[src/rtl/adc_sample_sequencer.sv]
// Drives the dual-AD7264 SPI connector in place of NIOS: periodic trigger, serializer load, ss framing, result capture.
// sample_valid pulses one cycle after CAPTURE; no backpressure, a trigger while busy is dropped and flagged as overrun.
module adc_sample_sequencer #(
   parameter int PERIOD       = 400,
   parameter int SS_GAP       = 4,
   parameter int LOAD_TIMEOUT = 16,
   parameter int XFER_TIMEOUT = 48,
   parameter bit SPI_CPOL     = 1'b1,
   parameter bit SPI_CPHA     = 1'b0
) (
   input  logic        clk,
   input  logic        resetn,
   input  logic        enable,
   input  logic [15:0] cfg_word,
   output logic        CPOL,
   output logic        CPHA,
   output logic        ss,
   output logic        masterSaysLoad1,
   output logic        masterSaysLoad2,
   output logic [15:0] dataOutOfMaster1,
   output logic [15:0] dataOutOfMaster2,
   input  logic        loadedData1,
   input  logic        loadedData2,
   input  logic        finishedCycling,
   input  logic [13:0] dataIntoMaster1A,
   input  logic [13:0] dataIntoMaster1B,
   input  logic [13:0] dataIntoMaster2A,
   input  logic [13:0] dataIntoMaster2B,
   output logic [13:0] sample1A,
   output logic [13:0] sample1B,
   output logic [13:0] sample2A,
   output logic [13:0] sample2B,
   output logic        sample_valid,
   output logic        overrun,
   output logic        timeout_err,
   output logic        busy,
   input  logic        clear_status
);

   localparam int PW = (PERIOD > 1) ? $clog2(PERIOD) : 1;
   localparam int GW = (SS_GAP > 1) ? $clog2(SS_GAP) : 1;

   typedef enum logic [2:0] {IDLE, LOAD, XFER, CAPTURE, GAP} state_t;

   state_t         state;
   logic [PW-1:0]  periodCnt;
   logic [7:0]     timeoutCnt;
   logic [7:0]     timeoutNext;
   logic [GW-1:0]  gapCnt;

   logic trigger;
   logic loadedBoth;
   logic loadExpired;
   logic xferExpired;
   logic overrunSet;
   logic timeoutSet;

   assign CPOL = SPI_CPOL;
   assign CPHA = SPI_CPHA;

   assign trigger     = enable && (periodCnt == PW'(PERIOD - 1));
   assign loadedBoth  = loadedData1 && loadedData2;
   assign loadExpired = (timeoutCnt >= 8'(LOAD_TIMEOUT - 1));
   assign xferExpired = (timeoutCnt >= 8'(XFER_TIMEOUT - 1));
   assign timeoutNext = (timeoutCnt == 8'hFF) ? timeoutCnt : timeoutCnt + 8'd1;

   // Completion wins over an expiring timeout in the same cycle.
   assign overrunSet = trigger && (state != IDLE);
   assign timeoutSet = ((state == LOAD) && !loadedBoth && loadExpired) ||
                       ((state == XFER) && !finishedCycling && xferExpired);

   always_ff @(posedge clk or negedge resetn) begin
      if (!resetn) begin
         periodCnt <= '0;
      end else if (!enable) begin
         periodCnt <= '0;
      end else if (periodCnt == PW'(PERIOD - 1)) begin
         periodCnt <= '0;
      end else begin
         periodCnt <= periodCnt + PW'(1);
      end
   end

   always_ff @(posedge clk or negedge resetn) begin
      if (!resetn) begin
         state            <= IDLE;
         ss               <= 1'b1;
         masterSaysLoad1  <= 1'b0;
         masterSaysLoad2  <= 1'b0;
         dataOutOfMaster1 <= '0;
         dataOutOfMaster2 <= '0;
         sample1A         <= '0;
         sample1B         <= '0;
         sample2A         <= '0;
         sample2B         <= '0;
         sample_valid     <= 1'b0;
         busy             <= 1'b0;
         timeoutCnt       <= '0;
         gapCnt           <= '0;
      end else begin
         sample_valid <= 1'b0;
         case (state)
            IDLE: begin
               if (trigger) begin
                  dataOutOfMaster1 <= cfg_word;
                  dataOutOfMaster2 <= cfg_word;
                  masterSaysLoad1  <= 1'b1;
                  masterSaysLoad2  <= 1'b1;
                  timeoutCnt       <= '0;
                  busy             <= 1'b1;
                  state            <= LOAD;
               end
            end
            LOAD: begin
               timeoutCnt <= timeoutNext;
               if (loadedBoth) begin
                  masterSaysLoad1 <= 1'b0;
                  masterSaysLoad2 <= 1'b0;
                  ss              <= 1'b0;
                  timeoutCnt      <= '0;
                  state           <= XFER;
               end else if (loadExpired) begin
                  masterSaysLoad1 <= 1'b0;
                  masterSaysLoad2 <= 1'b0;
                  gapCnt          <= '0;
                  state           <= GAP;
               end
            end
            XFER: begin
               timeoutCnt <= timeoutNext;
               if (finishedCycling) begin
                  state <= CAPTURE;
               end else if (xferExpired) begin
                  ss     <= 1'b1;
                  gapCnt <= '0;
                  state  <= GAP;
               end
            end
            CAPTURE: begin
               // ss is still low here so the connector holds its terminal count and the data is stable.
               sample1A     <= dataIntoMaster1A;
               sample1B     <= dataIntoMaster1B;
               sample2A     <= dataIntoMaster2A;
               sample2B     <= dataIntoMaster2B;
               sample_valid <= 1'b1;
               ss           <= 1'b1;
               gapCnt       <= '0;
               state        <= GAP;
            end
            GAP: begin
               if (gapCnt == GW'(SS_GAP - 1)) begin
                  busy  <= 1'b0;
                  state <= IDLE;
               end else begin
                  gapCnt <= gapCnt + GW'(1);
               end
            end
            default: begin
               ss              <= 1'b1;
               masterSaysLoad1 <= 1'b0;
               masterSaysLoad2 <= 1'b0;
               busy            <= 1'b0;
               state           <= IDLE;
            end
         endcase
      end
   end

   // A set in the same cycle as clear_status wins.
   always_ff @(posedge clk or negedge resetn) begin
      if (!resetn) begin
         overrun     <= 1'b0;
         timeout_err <= 1'b0;
      end else begin
         if (overrunSet) begin
            overrun <= 1'b1;
         end else if (clear_status) begin
            overrun <= 1'b0;
         end
         if (timeoutSet) begin
            timeout_err <= 1'b1;
         end else if (clear_status) begin
            timeout_err <= 1'b0;
         end
      end
   end

endmodule
[config.mk]
export PLATFORM = sky130hd
export DESIGN_NAME = adc_sample_sequencer
export DESIGN_NICKNAME = d
export VERILOG_FILES = /design/src/rtl/adc_sample_sequencer.sv
export SDC_FILE = /design/constraint.sdc
export NUM_CORES = 1
export LEC_CHECK = 0
export BUFFER_PORTS_ARGS = -buffer_cell sky130_fd_sc_hd__buf_2
export CORE_ASPECT_RATIO = 0.8
export CORE_MARGIN = 5
export CORE_UTILIZATION = 52
export DETAILED_ROUTE_END_ITERATION = 8
export PLACE_DENSITY = 0.84
export SLEW_MARGIN = 40
export SYNTH_ARGS = -nofsm -noshare
export SYNTH_HDL_FRONTEND = slang
export SYNTH_SLANG_ARGS = --single-unit
[constraint.sdc]
create_clock -name clk -period 3.7 [get_ports clk]
set_input_delay 0.74 -clock clk [delete_from_list [all_inputs] [get_ports clk]]
set_output_delay 0.74 -clock clk [all_outputs]
set_load 0.03 [all_outputs]
==> results.json <==
{
  "clock_skew_ns": 0.00814,
  "via_count": 3213,
  "layout_common_cells": "buf_2, dfrtp_1, mux2_2",
  "track_usage_pct": 18.9,
  "dr.pass1.iters": 4,
  "met3_usage_pct": 5.94,
  "die-width_um": 113,
  "grt_pass1_vias": 3340,
  "start_kind": "flip-flop",
  "post_drt_wl_per_cell_um": 16.0,
  "p_total_mw": 2.41,
  "dp_hpwl_mm": 7.34,
  "period_needed_ns": 2.27,
  "synth_top_area_share_pct": 56.1,
  "synth_top_area_cell": "dfrtp_1",
  "drive_gt1_share_pct": 55.2,
  "fin_crit_sh_pct": 61.3,
  "holdBufCountCts": 0,
  "tns_ns": 0,
  "finalSetupViolCount": 0,
  "root_buffer": "clkbuf_8",
  "min_path_type": "in -> async",
  "die-area_um2": 10500,
  "seqCellArea_um2": 2500,
  "busiest_layer": "met2",
  "fillCellCount": 637,
  "final_common_cell": "buf_2",
  "maxCapViolations": 0,
  "synth-xor-area-share_pct": 1.39,
  "use_met1_pct": 23.2,
  "path_clk_slew_ns": 0.10,
  "syn_inst": 338,
  "worstPathArrival_ns": 2.51,
  "numPortBuffers": 173,
  "io_pins": 176,
  "n_antenna_cell": 0,
  "syn_area_um2": 4420,
  "coreArea_um2": 8370,
  "hold_viol_final": 0,
  "clock.fmax_ghz": 0.441,
  "synthAdderAreaFrac_pct": 0.849,
  "htree_levels": 3,
  "dominantRegCellSynth": "dfrtp_1",
  "grtUsageMet2_pct": 31.4,
  "path_max_fanout": 40,
  "post-cts-setup-buffers": 0,
  "synth-edff-count": 0,
  "syn2layout_area_growth_pct": 22.5,
  "syn_nets": 420,
  "synth-simple-area-share_pct": 10.5,
  "synthMuxAreaShare_pct": 19.2,
  "max-vdd-ir-drop_mv": 0.234,
  "ant_nets": 0,
  "multi_input_area_um2": 1670,
  "grt.overflow.total": 0,
  "ys_seq_elements": 100,
  "clk_path_buf_depth": 2,
  "p_leak_nw": 3.05,
  "clock-sinks": 100,
  "synth_compound_area_share_pct": 5.49,
  "via_per_inst": 5.28,
  "post-route-util_pct": 64.7,
  "grt_first_pass_wirelength_mm": 16.0,
  "grt_max_degree": 80,
  "final_max_slew_viol_count": 0,
  "rsz0062_at_grt": "false",
  "nNetsFinal": 573,
  "gp_congestion": 0.880,
  "tightest_slew_ns": 0.719,
  "cp-end-kind": "flip-flop",
  "p_per_area_nw_per_um2": 446,
  "antenna_found_initial": 0,
  "cts_buffers": 9,
  "rows": 30,
  "cts_resized": 0,
  "synth_top_family_by_area": "multiplexers",
  "drt_iter0_drc": 153,
  "drc": 0,
  "status": "finished, final reports clean",
  "cts_tree": "done",
  "path_class": "reg -> reg",
  "die_h_um": 92.5,
  "synth_warnings": 0,
  "slew_headroom_pct": 52.0,
  "required_ns": 3.94,
  "whs_ns": 0.398,
  "wl_mm": 9.76,
  "ys_types": 56,
  "avgSynthCellArea_um2": 13.1,
  "synth.yosys.seq_area_share_pct": 56.7,
  "initial_core_util_pct": 52.8,
  "async_reset_ff_share_pct": 100,
  "synth_area_leaders": "dfrtp_1, mux2_2, buf_4",
  "insertion_delay_ns": 0.36
}
worst max-delay path: stages, from the launching register on:
cell	delay (ns)
dfrtp_1	0.65
nor2_4	0.55
buf_4	0.53
mux2_2	0.40
registers in the layout, summed over array words and instances, names as in the netlist:
name,count
busy,1
dataOutOfMaster2,16
gapCnt,2
masterSaysLoad2,1
overrun,1
periodCnt,9
sample1A,14
sample1B,14
sample2A,14
sample2B,14
sample_valid,1
ss,1
state,3
timeoutCnt,8
timeout_err,1
power by group:
part	leakage, nW	internal (mW)	total [mW]	switching (mW)
registers	1.38	1.16	1.25	0.0842
logic	1.58	0.201	0.502	0.301
clock network	0.0954	0.275	0.663	0.388
total	3.05	1.64	2.41	0.774
cell type report:
cell class	count	area share, %
clock buffer	10	2.54
clock inverter	6	0.994
inverter	6	0.416
multi-input combinational	199	30.8
sequential	100	46.3
tap	112	2.59
timing repair buffer	175	16.4
per-stage QoR:
stage | std cells | area, um^2 | setup WS (ns)
floorplan | 338 | 4420 | 1.93
global placement | 592 | 5220 | 1.50
detailed placement | 592 | 5220 | 1.44
CTS | 608 | 5410 | 1.42
global route | 608 | 5410 | 1.30
finish | 608 | 5410 | 1.43
worst paths after layout:
| check | from | end | slack (ns) | cells after the start |
|---|---|---|---|---|
| max in group asynchronous | resetn | sample1A[0]$_DFFE_PN0P_ | 2.55 | 2 |
| min in group clk | periodCnt[0]$_DFF_PN0_ | periodCnt[0]$_DFF_PN0_ | 0.47 | 1 |
| hold reg to reg | periodCnt[0]$_DFF_PN0_ | periodCnt[0]$_DFF_PN0_ | 0.47 | 1 |
| setup / recovery | state[2]$_DFFE_PN0P_ | sample2B[2]$_DFFE_PN0P_ | 1.43 | 3 |
| setup reg to reg | state[2]$_DFFE_PN0P_ | sample2B[2]$_DFFE_PN0P_ | 1.43 | 3 |
| hold / removal | resetn | dataOutOfMaster2[8]$_DFFE_PN0P_ | 0.40 | 1 |
kinds of logic after synthesis:
kind of cell | after synthesis
flip-flops | 100
AND/OR/NAND/NOR | 82
multiplexers | 73
buffers and inverters | 39
AO/OA/AOI/OAI | 32
XOR/XNOR | 7
adder cells (fa/ha/maj) | 3
other | 2
Yosys cell counts, drive strengths merged (2+ instances only):
cell,number
clkbuf,2
nor3,11
and2b,2
o21ai,5
ha,3
nor4,3
and3,4
a41oi,2
a31o,2
nand2,14
conb,2
or2,3
nand4,2
xor2,2
o22a,4
buf,31
xnor2,5
nand3,9
and4,2
a21oi,6
nand2b,3
nor3b,3
inv,6
dfrtp,99
a211oi,3
mux2,73
nand3b,2
nor2,16
layer usage:
layer	up-vias	part of all wire (%)
met4	0	2.6
met1	1554	40
li1	1491	-
met3	24	9.1
met2	144	48
met5	-	0
No activity file was read; power rests on OpenSTA's default activity.
